===== src/rtl/bram_arbiter_if.sv =====
// Bus bundle between two requesters, the arbiter and the cpu_bram port.
// slave: arbiter view. master: requester/memory-environment view.
`timescale 1ns/1ps
interface bram_arbiter_if #(
   parameter int unsigned ADDR_W = 16,
   parameter int unsigned DATA_W = 32
);
   localparam int unsigned BE_W = DATA_W / 8;

   logic              p0_req,    p1_req;
   logic              p0_we,     p1_we;
   logic              p0_lock,   p1_lock;
   logic [ADDR_W-1:0] p0_addr,   p1_addr;
   logic [BE_W-1:0]   p0_be,     p1_be;
   logic [DATA_W-1:0] p0_wdata,  p1_wdata;
   logic              p0_gnt,    p1_gnt;
   logic              p0_rvalid, p1_rvalid;
   logic [DATA_W-1:0] p0_rdata,  p1_rdata;

   logic [ADDR_W-1:0] mem_address;
   logic [BE_W-1:0]   mem_byteena;
   logic [DATA_W-1:0] mem_data;
   logic              mem_rden;
   logic              mem_wren;
   logic [DATA_W-1:0] mem_q;

   modport slave (
      input  p0_req, p0_we, p0_lock, p0_addr, p0_be, p0_wdata,
      input  p1_req, p1_we, p1_lock, p1_addr, p1_be, p1_wdata,
      output p0_gnt, p0_rvalid, p0_rdata,
      output p1_gnt, p1_rvalid, p1_rdata,
      output mem_address, mem_byteena, mem_data, mem_rden, mem_wren,
      input  mem_q
   );

   modport master (
      output p0_req, p0_we, p0_lock, p0_addr, p0_be, p0_wdata,
      output p1_req, p1_we, p1_lock, p1_addr, p1_be, p1_wdata,
      input  p0_gnt, p0_rvalid, p0_rdata,
      input  p1_gnt, p1_rvalid, p1_rdata,
      input  mem_address, mem_byteena, mem_data, mem_rden, mem_wren,
      output mem_q
   );
endinterface


===== src/rtl/bram_arbiter.sv =====
// Two-port arbiter in front of a single-port cpu_bram.
// Grants are combinational (one access per cycle), reads return one cycle later.
// Ties in OPEN are round-robin; define BRAM_ARB_FIXED_PRIO_EN to make port 0
// always win ties (the last-grant pointer is then not built).
// A locked grant keeps the owning port exclusive until it issues an unlocked access.
`timescale 1ns/1ps
module bram_arbiter #(
   parameter int unsigned ADDR_W = 16,
   parameter int unsigned DATA_W = 32
) (
   input logic           clock,
   input logic           sclr,
   bram_arbiter_if.slave bus
);
   localparam int unsigned BE_W = DATA_W / 8;

   typedef enum logic [1:0] {
      ST_OPEN = 2'd0,
      ST_OWN0 = 2'd1,
      ST_OWN1 = 2'd2
   } state_t;

   state_t            r_state;
   state_t            w_state_nxt;
   logic              w_gnt0;
   logic              w_gnt1;
   logic              w_win0;
   logic [ADDR_W-1:0] r_addr;
   logic [BE_W-1:0]   r_be;
   logic [DATA_W-1:0] r_data;
   logic              r_rv0;
   logic              r_rv1;

`ifndef BRAM_ARB_FIXED_PRIO_EN
   logic              r_last;   // 1: port 1 was granted most recently

   // Last-grant pointer for round-robin tie breaking
   always_ff @(posedge clock) begin
      if (sclr)        r_last <= 1'b1;
      else if (w_gnt0) r_last <= 1'b0;
      else if (w_gnt1) r_last <= 1'b1;
   end
`endif

   // Tie winner in OPEN: port 0 wins if it was not the last one served
   always_comb begin
`ifdef BRAM_ARB_FIXED_PRIO_EN
      w_win0 = 1'b1;
`else
      w_win0 = r_last;
`endif
   end

   // Grant decision and next state
   always_comb begin
      w_gnt0      = 1'b0;
      w_gnt1      = 1'b0;
      w_state_nxt = r_state;
      if (!sclr) begin
         case (r_state)
            ST_OPEN: begin
               if (bus.p0_req && bus.p1_req) begin
                  w_gnt0 = w_win0;
                  w_gnt1 = !w_win0;
               end else begin
                  w_gnt0 = bus.p0_req;
                  w_gnt1 = bus.p1_req;
               end
            end
            ST_OWN0: w_gnt0 = bus.p0_req;
            ST_OWN1: w_gnt1 = bus.p1_req;
            default: ;
         endcase
         if (w_gnt0)      w_state_nxt = bus.p0_lock ? ST_OWN0 : ST_OPEN;
         else if (w_gnt1) w_state_nxt = bus.p1_lock ? ST_OWN1 : ST_OPEN;
      end
   end

   // State register
   always_ff @(posedge clock) begin
      if (sclr) r_state <= ST_OPEN;
      else      r_state <= w_state_nxt;
   end

   // Last granted address/byte-enable/data, held on idle cycles
   always_ff @(posedge clock) begin
      if (sclr) begin
         r_addr <= '0;
         r_be   <= '0;
         r_data <= '0;
      end else if (w_gnt0) begin
         r_addr <= bus.p0_addr;
         r_be   <= bus.p0_be;
         r_data <= bus.p0_wdata;
      end else if (w_gnt1) begin
         r_addr <= bus.p1_addr;
         r_be   <= bus.p1_be;
         r_data <= bus.p1_wdata;
      end
   end

   // Read-valid pipeline, one cycle behind the read grant
   always_ff @(posedge clock) begin
      if (sclr) begin
         r_rv0 <= 1'b0;
         r_rv1 <= 1'b0;
      end else begin
         r_rv0 <= w_gnt0 && !bus.p0_we;
         r_rv1 <= w_gnt1 && !bus.p1_we;
      end
   end

   // Memory-side mux: granted port drives the bus, otherwise hold last values
   always_comb begin
      bus.mem_address = r_addr;
      bus.mem_byteena = r_be;
      bus.mem_data    = r_data;
      bus.mem_rden    = 1'b0;
      bus.mem_wren    = 1'b0;
      if (sclr) begin
         bus.mem_address = '0;
         bus.mem_byteena = '0;
         bus.mem_data    = '0;
      end else if (w_gnt0) begin
         bus.mem_address = bus.p0_addr;
         bus.mem_byteena = bus.p0_be;
         bus.mem_data    = bus.p0_wdata;
         bus.mem_rden    = !bus.p0_we;
         bus.mem_wren    = bus.p0_we;
      end else if (w_gnt1) begin
         bus.mem_address = bus.p1_addr;
         bus.mem_byteena = bus.p1_be;
         bus.mem_data    = bus.p1_wdata;
         bus.mem_rden    = !bus.p1_we;
         bus.mem_wren    = bus.p1_we;
      end
   end

   // Requester-side outputs; a read in flight when sclr rises is dropped
   always_comb begin
      bus.p0_gnt    = w_gnt0;
      bus.p1_gnt    = w_gnt1;
      bus.p0_rvalid = r_rv0 && !sclr;
      bus.p1_rvalid = r_rv1 && !sclr;
      bus.p0_rdata  = bus.mem_q;
      bus.p1_rdata  = bus.mem_q;
   end
endmodule


===== src/flat_wrapper.sv =====
// flat-port wrapper written by rule: the top's interface ports become plain ports
module bram_arbiter_flat 
#(
   parameter int unsigned ADDR_W = 16,
   parameter int unsigned DATA_W = 32
)
  (clock, sclr, bus_p0_req, bus_p0_we, bus_p0_lock, bus_p0_addr, bus_p0_be, bus_p0_wdata, bus_p1_req, bus_p1_we, bus_p1_lock, bus_p1_addr, bus_p1_be, bus_p1_wdata, bus_p0_gnt, bus_p0_rvalid, bus_p0_rdata, bus_p1_gnt, bus_p1_rvalid, bus_p1_rdata, bus_mem_address, bus_mem_byteena, bus_mem_data, bus_mem_rden, bus_mem_wren, bus_mem_q);
  bram_arbiter_if #(.ADDR_W(ADDR_W), .DATA_W(DATA_W)) bus_i ();
  input logic clock;
  input logic sclr;
  input wire logic [$bits(bus_i.p0_req)-1:0] bus_p0_req;
  input wire logic [$bits(bus_i.p0_we)-1:0] bus_p0_we;
  input wire logic [$bits(bus_i.p0_lock)-1:0] bus_p0_lock;
  input wire logic [$bits(bus_i.p0_addr)-1:0] bus_p0_addr;
  input wire logic [$bits(bus_i.p0_be)-1:0] bus_p0_be;
  input wire logic [$bits(bus_i.p0_wdata)-1:0] bus_p0_wdata;
  input wire logic [$bits(bus_i.p1_req)-1:0] bus_p1_req;
  input wire logic [$bits(bus_i.p1_we)-1:0] bus_p1_we;
  input wire logic [$bits(bus_i.p1_lock)-1:0] bus_p1_lock;
  input wire logic [$bits(bus_i.p1_addr)-1:0] bus_p1_addr;
  input wire logic [$bits(bus_i.p1_be)-1:0] bus_p1_be;
  input wire logic [$bits(bus_i.p1_wdata)-1:0] bus_p1_wdata;
  output wire logic [$bits(bus_i.p0_gnt)-1:0] bus_p0_gnt;
  output wire logic [$bits(bus_i.p0_rvalid)-1:0] bus_p0_rvalid;
  output wire logic [$bits(bus_i.p0_rdata)-1:0] bus_p0_rdata;
  output wire logic [$bits(bus_i.p1_gnt)-1:0] bus_p1_gnt;
  output wire logic [$bits(bus_i.p1_rvalid)-1:0] bus_p1_rvalid;
  output wire logic [$bits(bus_i.p1_rdata)-1:0] bus_p1_rdata;
  output wire logic [$bits(bus_i.mem_address)-1:0] bus_mem_address;
  output wire logic [$bits(bus_i.mem_byteena)-1:0] bus_mem_byteena;
  output wire logic [$bits(bus_i.mem_data)-1:0] bus_mem_data;
  output wire logic [$bits(bus_i.mem_rden)-1:0] bus_mem_rden;
  output wire logic [$bits(bus_i.mem_wren)-1:0] bus_mem_wren;
  input wire logic [$bits(bus_i.mem_q)-1:0] bus_mem_q;
  assign bus_i.p0_req = bus_p0_req;
  assign bus_i.p0_we = bus_p0_we;
  assign bus_i.p0_lock = bus_p0_lock;
  assign bus_i.p0_addr = bus_p0_addr;
  assign bus_i.p0_be = bus_p0_be;
  assign bus_i.p0_wdata = bus_p0_wdata;
  assign bus_i.p1_req = bus_p1_req;
  assign bus_i.p1_we = bus_p1_we;
  assign bus_i.p1_lock = bus_p1_lock;
  assign bus_i.p1_addr = bus_p1_addr;
  assign bus_i.p1_be = bus_p1_be;
  assign bus_i.p1_wdata = bus_p1_wdata;
  assign bus_p0_gnt = bus_i.p0_gnt;
  assign bus_p0_rvalid = bus_i.p0_rvalid;
  assign bus_p0_rdata = bus_i.p0_rdata;
  assign bus_p1_gnt = bus_i.p1_gnt;
  assign bus_p1_rvalid = bus_i.p1_rvalid;
  assign bus_p1_rdata = bus_i.p1_rdata;
  assign bus_mem_address = bus_i.mem_address;
  assign bus_mem_byteena = bus_i.mem_byteena;
  assign bus_mem_data = bus_i.mem_data;
  assign bus_mem_rden = bus_i.mem_rden;
  assign bus_mem_wren = bus_i.mem_wren;
  assign bus_i.mem_q = bus_mem_q;
  bram_arbiter #(.ADDR_W(ADDR_W), .DATA_W(DATA_W)) u_core (.clock(clock), .sclr(sclr), .bus(bus_i));
endmodule

===== config.mk =====
export PLATFORM = sky130hd
export DESIGN_NAME = bram_arbiter_flat
export DESIGN_NICKNAME = d
export VERILOG_FILES = /design/src/rtl/bram_arbiter_if.sv /design/src/rtl/bram_arbiter.sv /design/src/flat_wrapper.sv
export SDC_FILE = /design/constraint.sdc
export NUM_CORES = 1
export LEC_CHECK = 0
export ABC_AREA = 1
export BUFFER_PORTS_ARGS = -buffer_cell sky130_fd_sc_hd__clkbuf_2
export CAP_MARGIN = 40
export CORE_ASPECT_RATIO = 1.2
export CORE_MARGIN = 2
export CORE_UTILIZATION = 30
export CTS_CLUSTER_SIZE = 20
export DETAILED_ROUTE_END_ITERATION = 8
export SYNTH_ARGS = -nofsm -noshare
export SYNTH_HDL_FRONTEND = slang
export SYNTH_SLANG_ARGS = --single-unit

===== constraint.sdc =====
create_clock -name clock -period 1.5 [get_ports clock]
set_input_delay 0.225 -clock clock [delete_from_list [all_inputs] [get_ports clock]]
set_output_delay 0.225 -clock clock [all_outputs]
set_load 0.01 [all_outputs]

Word-level counts from Yosys, hierarchy flattened:

Index checks and enable logic that the tools add are counted.

* equality and inequality tests: 2
* reduce and logical (&&, ||, !) cells: 12
* mux-type cells: 29

Operators by type and width (number)
* 32-bit two-way mux: 3
* 16-bit two-way mux: 3
* 1-bit two-way mux: 15
* 4-bit two-way mux: 3
* 2-bit two-way mux: 3
* 1-bit logical AND: 5
* 1-bit logical NOT: 4
* 1-bit case mux with 2 select lines: 2
* 2-bit nonzero test: 2
* 2-bit by 1-bit == test with 1-bit output, second input constant: 1
* 2-bit == test, second input constant: 1
* 2-bit logical NOT: 1

* output and inout port bits: 122
* register bits after elaboration: 57
* input bits: 144
* word-level logic and storage cells: 50

Logic depth before layout (Yosys ltp):

Gate-level depths: netlist (run 1).

* word-level depth: 8
* depth in mapped cells: 9
* mapped depth without buffers: 8

Worst setup path before layout (run 1):

Ideal clock, no wire load.

* path type: register to output
* start: reg u_core.r_state[0]
* end: out bus_mem_rden
* arrival: 1178 ps
* data required time: 1275 ps
* slack: 97 ps
* buffers on the path: 1
* cell stages (with the launch flop): 5
* cells stage by stage: dfxtp_1 -> nor2_4 -> nand3_2 -> buf_2 -> o21ai_0

* cells in the longest elaborated chain, start to end: 7
* elaborated cells between the ends (all ways): 12
* classes of those cells: eq/ne (2); mux (9); reduce/logical (1)

RTL lines
* start, declared: line bram_arbiter.sv:23 `state_t r_state;`
* start signal, assigned: line bram_arbiter.sv:82 `else r_state <= w_state_nxt;`
* 2-bit == test / 2-bit logical NOT (equally long branches): line bram_arbiter.sv:60 `case (r_state)`
* 1-bit case mux with 2 select lines: line bram_arbiter.sv:60
* 1-bit two-way mux (2 in series): line bram_arbiter.sv:59 `if (!sclr) begin`
* 1-bit two-way mux: line bram_arbiter.sv:130 `end else if (w_gnt1) begin`
* 1-bit two-way mux *: line bram_arbiter.sv:124 `end else if (w_gnt0) begin`
* 1-bit two-way mux *: line bram_arbiter.sv:120 `if (sclr) begin`
* end, declared: line flat_wrapper.sv:32 `output wire logic [$bits(bus_i.mem_rden)-1:0] bus_mem_rden;`

Every way passes the cells marked *; elsewhere a longest branch is shown, timed or not. The select of a mux whose other input is x is not followed.

Final worst setup path (run 1):

* start: reg u_core.r_state[0]
* end: out bus_mem_data[31]

* cells in the longest elaborated chain, start to end: 7
* elaborated cells between the ends (all ways): 12
* classes of those cells: eq/ne (2); mux (9); reduce/logical (1)

RTL lines
* 2-bit == test / 2-bit logical NOT (equally long branches): line bram_arbiter.sv:60
* 1-bit case mux with 2 select lines: line bram_arbiter.sv:60
* 1-bit two-way mux (2 in series): line bram_arbiter.sv:59
* 32-bit two-way mux
* 32-bit two-way mux *
* 32-bit two-way mux *: line bram_arbiter.sv:120
* end, declared: line flat_wrapper.sv:31 `output wire logic [$bits(bus_i.mem_data)-1:0] bus_mem_data;`

Marked as above.

==> flow_summary.ini, run 1 <==
[synthesis]
share_of_synthesized_area_occupied_by_flip_flops_and_latches_pct = 29.0
synth_fp_nets = 753
syn_area_um2 = 3930
synthDominantCellAreaShare_pct = 29.0
synth-seq-cells = 57
synth_area_per_cell_um2 = 6.45
synth_area_leader_cell = sky130_fd_sc_hd__dfxtp_1
synth.area.top_cells = sky130_fd_sc_hd__dfxtp_1 29%, sky130_fd_sc_hd__nand2_1 16%, sky130_fd_sc_hd__buf_4 12%, sky130_fd_sc_hd__inv_1 11%, sky130_fd_sc_hd__nand3b_1 9.9%
yosys_warnings = 0
synthCells = 609
synth_cell_types = 19

[route]
drt_first_pass_iters = 4
detail-route-antenna-nets = 0
routed_wire_length_per_instance_um = 14.8
detail_route.wirelength_um = 13400
viasPerCell = 4.58
drc = 0
routed_via_count = 4156
drt_iter0_drc = 177

[timing]
setup_ws_ns = -0.341
maxSlewViolCount = 0
worst_slew_pin_slew_ns = 0.314
setup_repair_after_global_routing_missed_its_margin = yes
fmaxAchievable_mhz = 543
report.final.hold_viol_count = 0
final-setup-viol-count = 56
min_period_over_period_pct = 123
timing.slew.headroom_pct = 79.1
min_period_ns = 1.84
timing.clock.skew_ns = 0.00379
setup_total_negative_slack_ns = -17.54

[final_layout]
layout-area-overhead-vs-synth_pct = 40.4
fraction_of_layout_instances_using_a_drive_strength_above_1_pct = 36.2
final.fill_count = 1400
layout.area.seq_um2 = 1140
area_taken_by_multi_input_logic_gates_um2 = 1730
n_antenna_cell = 0
commonest_non_fill_non_tap_cell_in_the_layout = sky130_fd_sc_hd__nand2_1
finish.net_count = 883
final_cell_mix = 158 x sky130_fd_sc_hd__nand2_1, 152 x sky130_fd_sc_hd__clkbuf_2, 101 x sky130_fd_sc_hd__inv_1

[clock_tree]
tritoncts = done
cts_made_buffers = 9
numClockSinks = 57
path_clk_slew_ns = 0.05
cts.root.buffer_cell = sky130_fd_sc_hd__clkbuf_16
clk_latency_ns = 0.32
clock_tree_buf_depth = 2
htree_levels = 3
number_of_hold_buffers_added_after_cts = 0

[floorplan]
row_count = 45
io_pins = 266
fp.coreArea_um2 = 12700
die_h_um = 129
initial_utilization_pct = 30.9
die_width_um = 108
die_area_um2 = 14000

[setup_path]
path_max_fanout = 15
crit-reg2reg-capture = u_core.r_data[8]
start_kind = register
timing.critical_path.arrival_ns = 1.62
rrSetupSlack_ns = 0.13
worst-setup-path-type = reg2out
cp-end-kind = output pin
ff2ff_path_depth = 9
worst-endpoint-required_ns = 1.27
critical_path.reg2reg.startpoint = u_core.r_state[0]

[worst_hold_path]
min-delay-start = bus_p0_we
whs_path_depth = 2
worst_hold_path_type = in2reg
min_delay_worst_endpoint = u_core.r_rv0

[run]
drv_cap = 0

[power_and_ir_drop]
power.ir.vdd_worst_uv = 573
static-leakage-power_nw = 3.36
powerDensity_nw_per_um2 = 978

[run_status]
outcome = finished, violations left
violated_checks = negative setup slack

[placement]
io_buffers = 169
gp_congestion = 0.779
dp_hpwl_um = 8600
place_ws_ns = -0.0605

[global_routing]
global_route.overflow_total = 0
grt_pass1_vias = 3913
global_route_wire_length_before_repair_um = 19500
grt_use_total_pct = 18.4
antenna_found_initial = 0
grt_max_degree = 32
-- power breakdown --
| part | leakage (nW) | internal (W) | switching (W) | total, W |
|---|---|---|---|---|
| clock | 0.162 | 0.00154 | 0.000736 | 0.00227 |
| sequential | 0.470 | 0.00164 | 0.0000350 | 0.00168 |
| combinational | 2.73 | 0.000684 | 0.000760 | 0.00144 |
| total | 3.36 | 0.00386 | 0.00153 | 0.00539 |
-- cell type report --
cell class	instances	area share, %
clock buffer	11	4.58
sequential	57	20.8
inverter	115	7.98
multi-input combinational	332	31.3
tap	164	3.72
timing repair buffer	224	30.3
clock inverter	5	1.41
-- routing by layer --
layer	vias up	wire, um	global-route usage (%)	part of all wire (%)
met5	-	0	0	0
met4	0	538	10.0	4.0
met3	52	891	3.87	6.6
met2	146	6800	32.4	51
met1	1852	5200	20.4	39
li1	2106	-	-	-
-- critical path: stages, from the launching register on --
cell and delay [ns]:
sky130_fd_sc_hd__dfxtp_2 0.33, sky130_fd_sc_hd__nor2_4 0.12, sky130_fd_sc_hd__nand2_4 0.09, sky130_fd_sc_hd__buf_12 0.15, sky130_fd_sc_hd__buf_12 0.15, sky130_fd_sc_hd__nand3b_1 0.09, sky130_fd_sc_hd__nand2_1 0.05, sky130_fd_sc_hd__inv_1 0.07
sky130_fd_sc_hd__nand2_1 0.05, sky130_fd_sc_hd__inv_1 0.06, sky130_fd_sc_hd__clkbuf_2 0.12
-- registers in the layout, summed over array words and instances, names as in the netlist --
name	flops
u_core.r_rv0	1
u_core.r_rv1	1
u_core.r_addr	16
u_core.r_last	1
u_core.r_be	4
u_core.r_data	32
u_core.r_state	2
-- metrics by stage --
step | instance area (um^2) | total power (W) | util (%) | hold slack (ns) | instances
finish | 5520 | 0.00539 | 43.4 | 0.0907 | 908
global route | 5520 | 0.00569 | 43.4 | 0.0850 | 908
CTS | 5390 | 0.00543 | 42.4 | 0.0763 | 902
detailed placement | 4720 | 0.00295 | 37.1 | 0.399 | 869
global placement | 4720 | 0.00294 | 37.1 | 0.401 | 869
floorplan | 3930 | 0.00258 | - | 0.297 | 609
-- what timing repair did --
action / in CTS / in global routing
cloned: 6 / 4
endpoints found under the hold margin: 0 / 0
pin swaps: 15 / 1
buffers inserted: 11 / 4
setup endpoints to repair: 56 / 56
resized for setup: 35 / 34
-- Yosys cell counts (all sizes together) --
library cell,count
buf,96
clkbuf,9
dfxtp,57
inv,115
nand2,164
nand3,56
nand3b,52
nand4,52
nor2,5
o211ai,1
o21ai,1
o31ai,1
-- cell families (layout without fill, tap and decap cells) --
logic type,after synthesis,in the layout,synth area share (%)
buf+inv,220,355,28.0
compound gates,3,3,0.509
flops,57,57,29.0
simple gates,329,329,42.4
-- how the worst max path moves through the flow --
stage,startpoint,to,slack (ns),cells past startpoint
final,u_core.r_state[0],bus_mem_data[31],-0.34,10
after global routing,u_core.r_state[0],bus_mem_byteena[3],-0.46,9
after CTS,u_core.r_state[1],bus_mem_data[3],-0.38,12
after detailed placement,bus_p1_req,bus_mem_data[22],-0.06,10
after global placement,bus_p1_req,bus_mem_data[31],-0.05,9
after floorplan,u_core.r_state[0],bus_mem_rden,0.1,4
Power figures use the tool's default switching activity.
==> run 2, diff against run 1 <==
--- a/config.mk
+++ b/config.mk
@@ -8,7 +8,7 @@
 export ABC_AREA = 1
 export BUFFER_PORTS_ARGS = -buffer_cell sky130_fd_sc_hd__clkbuf_2
 export CAP_MARGIN = 40
-export CORE_ASPECT_RATIO = 1.2
+export CORE_ASPECT_RATIO = 1.75
 export CORE_MARGIN = 2
 export CORE_UTILIZATION = 30
 export CTS_CLUSTER_SIZE = 20
==> constraint.sdc (replaced) <==
create_clock -name clock -period 1.5 [get_ports clock]
set_input_delay 0.075 -clock clock [delete_from_list [all_inputs] [get_ports clock]]
set_output_delay 0.075 -clock clock [all_outputs]
set_load 0.01 [all_outputs]
==> flow_summary.ini, run 2 (synthesis results as in run 1) <==
[run_status]
outcome = finished, violations left
violated_checks = negative setup slack

[global_routing]
grt_pass1_vias = 3890
grt_max_degree = 36
grt_use_total_pct = 18.8
global_route_wire_length_before_repair_um = 20500
antenna_found_initial = 0
global_route.overflow_total = 0

[timing]
setup_repair_after_global_routing_missed_its_margin = yes
worst_slew_pin_slew_ns = 0.233
final-setup-viol-count = 58
timing.clock.skew_ns = 0.00971
min_period_ns = 1.78
maxSlewViolCount = 0
min_period_over_period_pct = 119
timing.slew.headroom_pct = 84.5
hold_ws_ns = 0.0302
fmaxAchievable_mhz = 561
report.final.hold_viol_count = 0
setup_ws_ns = -0.282

[final_layout]
largest-register = u_core.r_data
commonest_non_fill_non_tap_cell_in_the_layout = sky130_fd_sc_hd__clkbuf_2
n_antenna_cell = 0
final.fill_count = 1362
finish.instance_area_um2 = 6010
layout-area-overhead-vs-synth_pct = 52.9
fraction_of_layout_instances_using_a_drive_strength_above_1_pct = 46.6
top_regs = u_core.r_data (32), u_core.r_addr (16), u_core.r_be (4)
largest_register_ffs = 32
finish.net_count = 886
final_cell_mix = 138 x sky130_fd_sc_hd__clkbuf_2, 127 x sky130_fd_sc_hd__nand2_1, 84 x sky130_fd_sc_hd__inv_1

[floorplan]
row_count = 55
fp.coreArea_um2 = 12900
die_area_um2 = 14100
io_pins = 266
initial_utilization_pct = 30.5
die_width_um = 90.5
die_h_um = 155

[run]
drv_cap = 0

[placement]
dp_hpwl_um = 9120
io_buffers = 169
gp_congestion = 0.797
placed_cell_area_um2 = 4620

[clock_tree]
tritoncts = done
htree_levels = 3
clock_tree_buf_depth = 2
path_clk_slew_ns = 0.05
clk_latency_ns = 0.33
numClockSinks = 57
cts.root.buffer_cell = sky130_fd_sc_hd__clkbuf_16
cts_made_buffers = 9

[route]
drt_first_pass_iters = 4
detail_route.wirelength_um = 14600
routed_via_count = 4315
drt_iter0_drc = 166
routed_wire_length_per_instance_um = 15.9
detail-route-antenna-nets = 0
drc = 0
viasPerCell = 4.70

[setup_path]
worst-setup-path-type = reg2out
start_kind = register
worst-endpoint-required_ns = 1.42
cp-end-kind = output pin
path_max_fanout = 7
timing.critical_path.arrival_ns = 1.71
ff2ff_path_depth = 11

[power_and_ir_drop]
powerDensity_nw_per_um2 = 945
overall_power_w = 0.00568
power.ir.vdd_worst_uv = 517
static-leakage-power_nw = 3.56

[worst_hold_path]
whs_path_depth = 2
worst_hold_path_type = in2reg
-- run 2: timing repair --
| item | 4_1_cts | 5_1_grt |
|---|---|---|
| hold endpoints to repair | 4 | 0 |
| setup buffers | 17 | 12 |
| endpoints found under the setup margin | 56 | 60 |
| hold buffers | 4 | 0 |
| resized for setup | 62 | 129 |
| gates cloned | 5 | 5 |
| pin swaps | 14 | 39 |
-- run 2: worst max-delay path, stage by stage, from the launching register on --
cell	delay, ns
sky130_fd_sc_hd__dfxtp_2	0.33
sky130_fd_sc_hd__nor2_4	0.13
sky130_fd_sc_hd__buf_6	0.13
sky130_fd_sc_hd__nand2_8	0.06
sky130_fd_sc_hd__nand3_4	0.12
sky130_fd_sc_hd__buf_12	0.15
sky130_fd_sc_hd__clkbuf_16	0.16
sky130_fd_sc_hd__nand3_2	0.07
sky130_fd_sc_hd__nand2_1	0.05
sky130_fd_sc_hd__inv_1	0.04
sky130_fd_sc_hd__buf_2	0.13
-- run 2: through the flow --
stage	utilization, %	worst slack (ns)	instances	TNS (ns)
after detailed placement	35.9	0.0522	862	0
after CTS	42.6	-0.265	904	-13.51
after global placement	35.9	0.0621	862	0
after floorplan	-	0.247	609	0
final	46.7	-0.282	918	-13.47
after global routing	46.7	-0.379	918	-19.15
-- run 2: final timing paths --
kind                                        start                 to  slack, ns
worst max-delay path            u_core.r_state[0]    bus_mem_data[3]      -0.28
worst min-delay path                         sclr  u_core.r_state[1]       0.03
worst max register to register  u_core.r_state[0]  u_core.r_addr[13]      -0.05
worst min register to register  u_core.r_state[0]  u_core.r_state[0]       0.50
-- run 2: cell type report --
| type | instances | area, um^2 | share of cell area (%) |
|---|---|---|---|
| Clock buffer | 11 | 253 | 4.21 |
| Timing Repair Buffer | 227 | 1880 | 31.3 |
| Clock inverter | 5 | 77.6 | 1.29 |
| Sequential cell | 57 | 1140 | 19.0 |
| Tap cell | 171 | 214 | 3.56 |
| Multi-Input combinational cell | 332 | 2000 | 33.3 |
| Inverter | 115 | 438 | 7.29 |
-- run 2: layer usage --
metal / part of all wire, % / track usage [%]
met1: 34 / 19.0
met2: 56 / 35.5
met3: 4.7 / 3.15
met4: 4.8 / 11.4
met5: 0 / 0
-- run 2: report_power, final --
group | leakage (nW) | switching (W) | total (W) | internal, W
clock network | 0.162 | 0.000775 | 0.00231 | 0.00154
logic | 2.93 | 0.000854 | 0.00168 | 0.000827
registers | 0.469 | 0.0000448 | 0.00169 | 0.00164
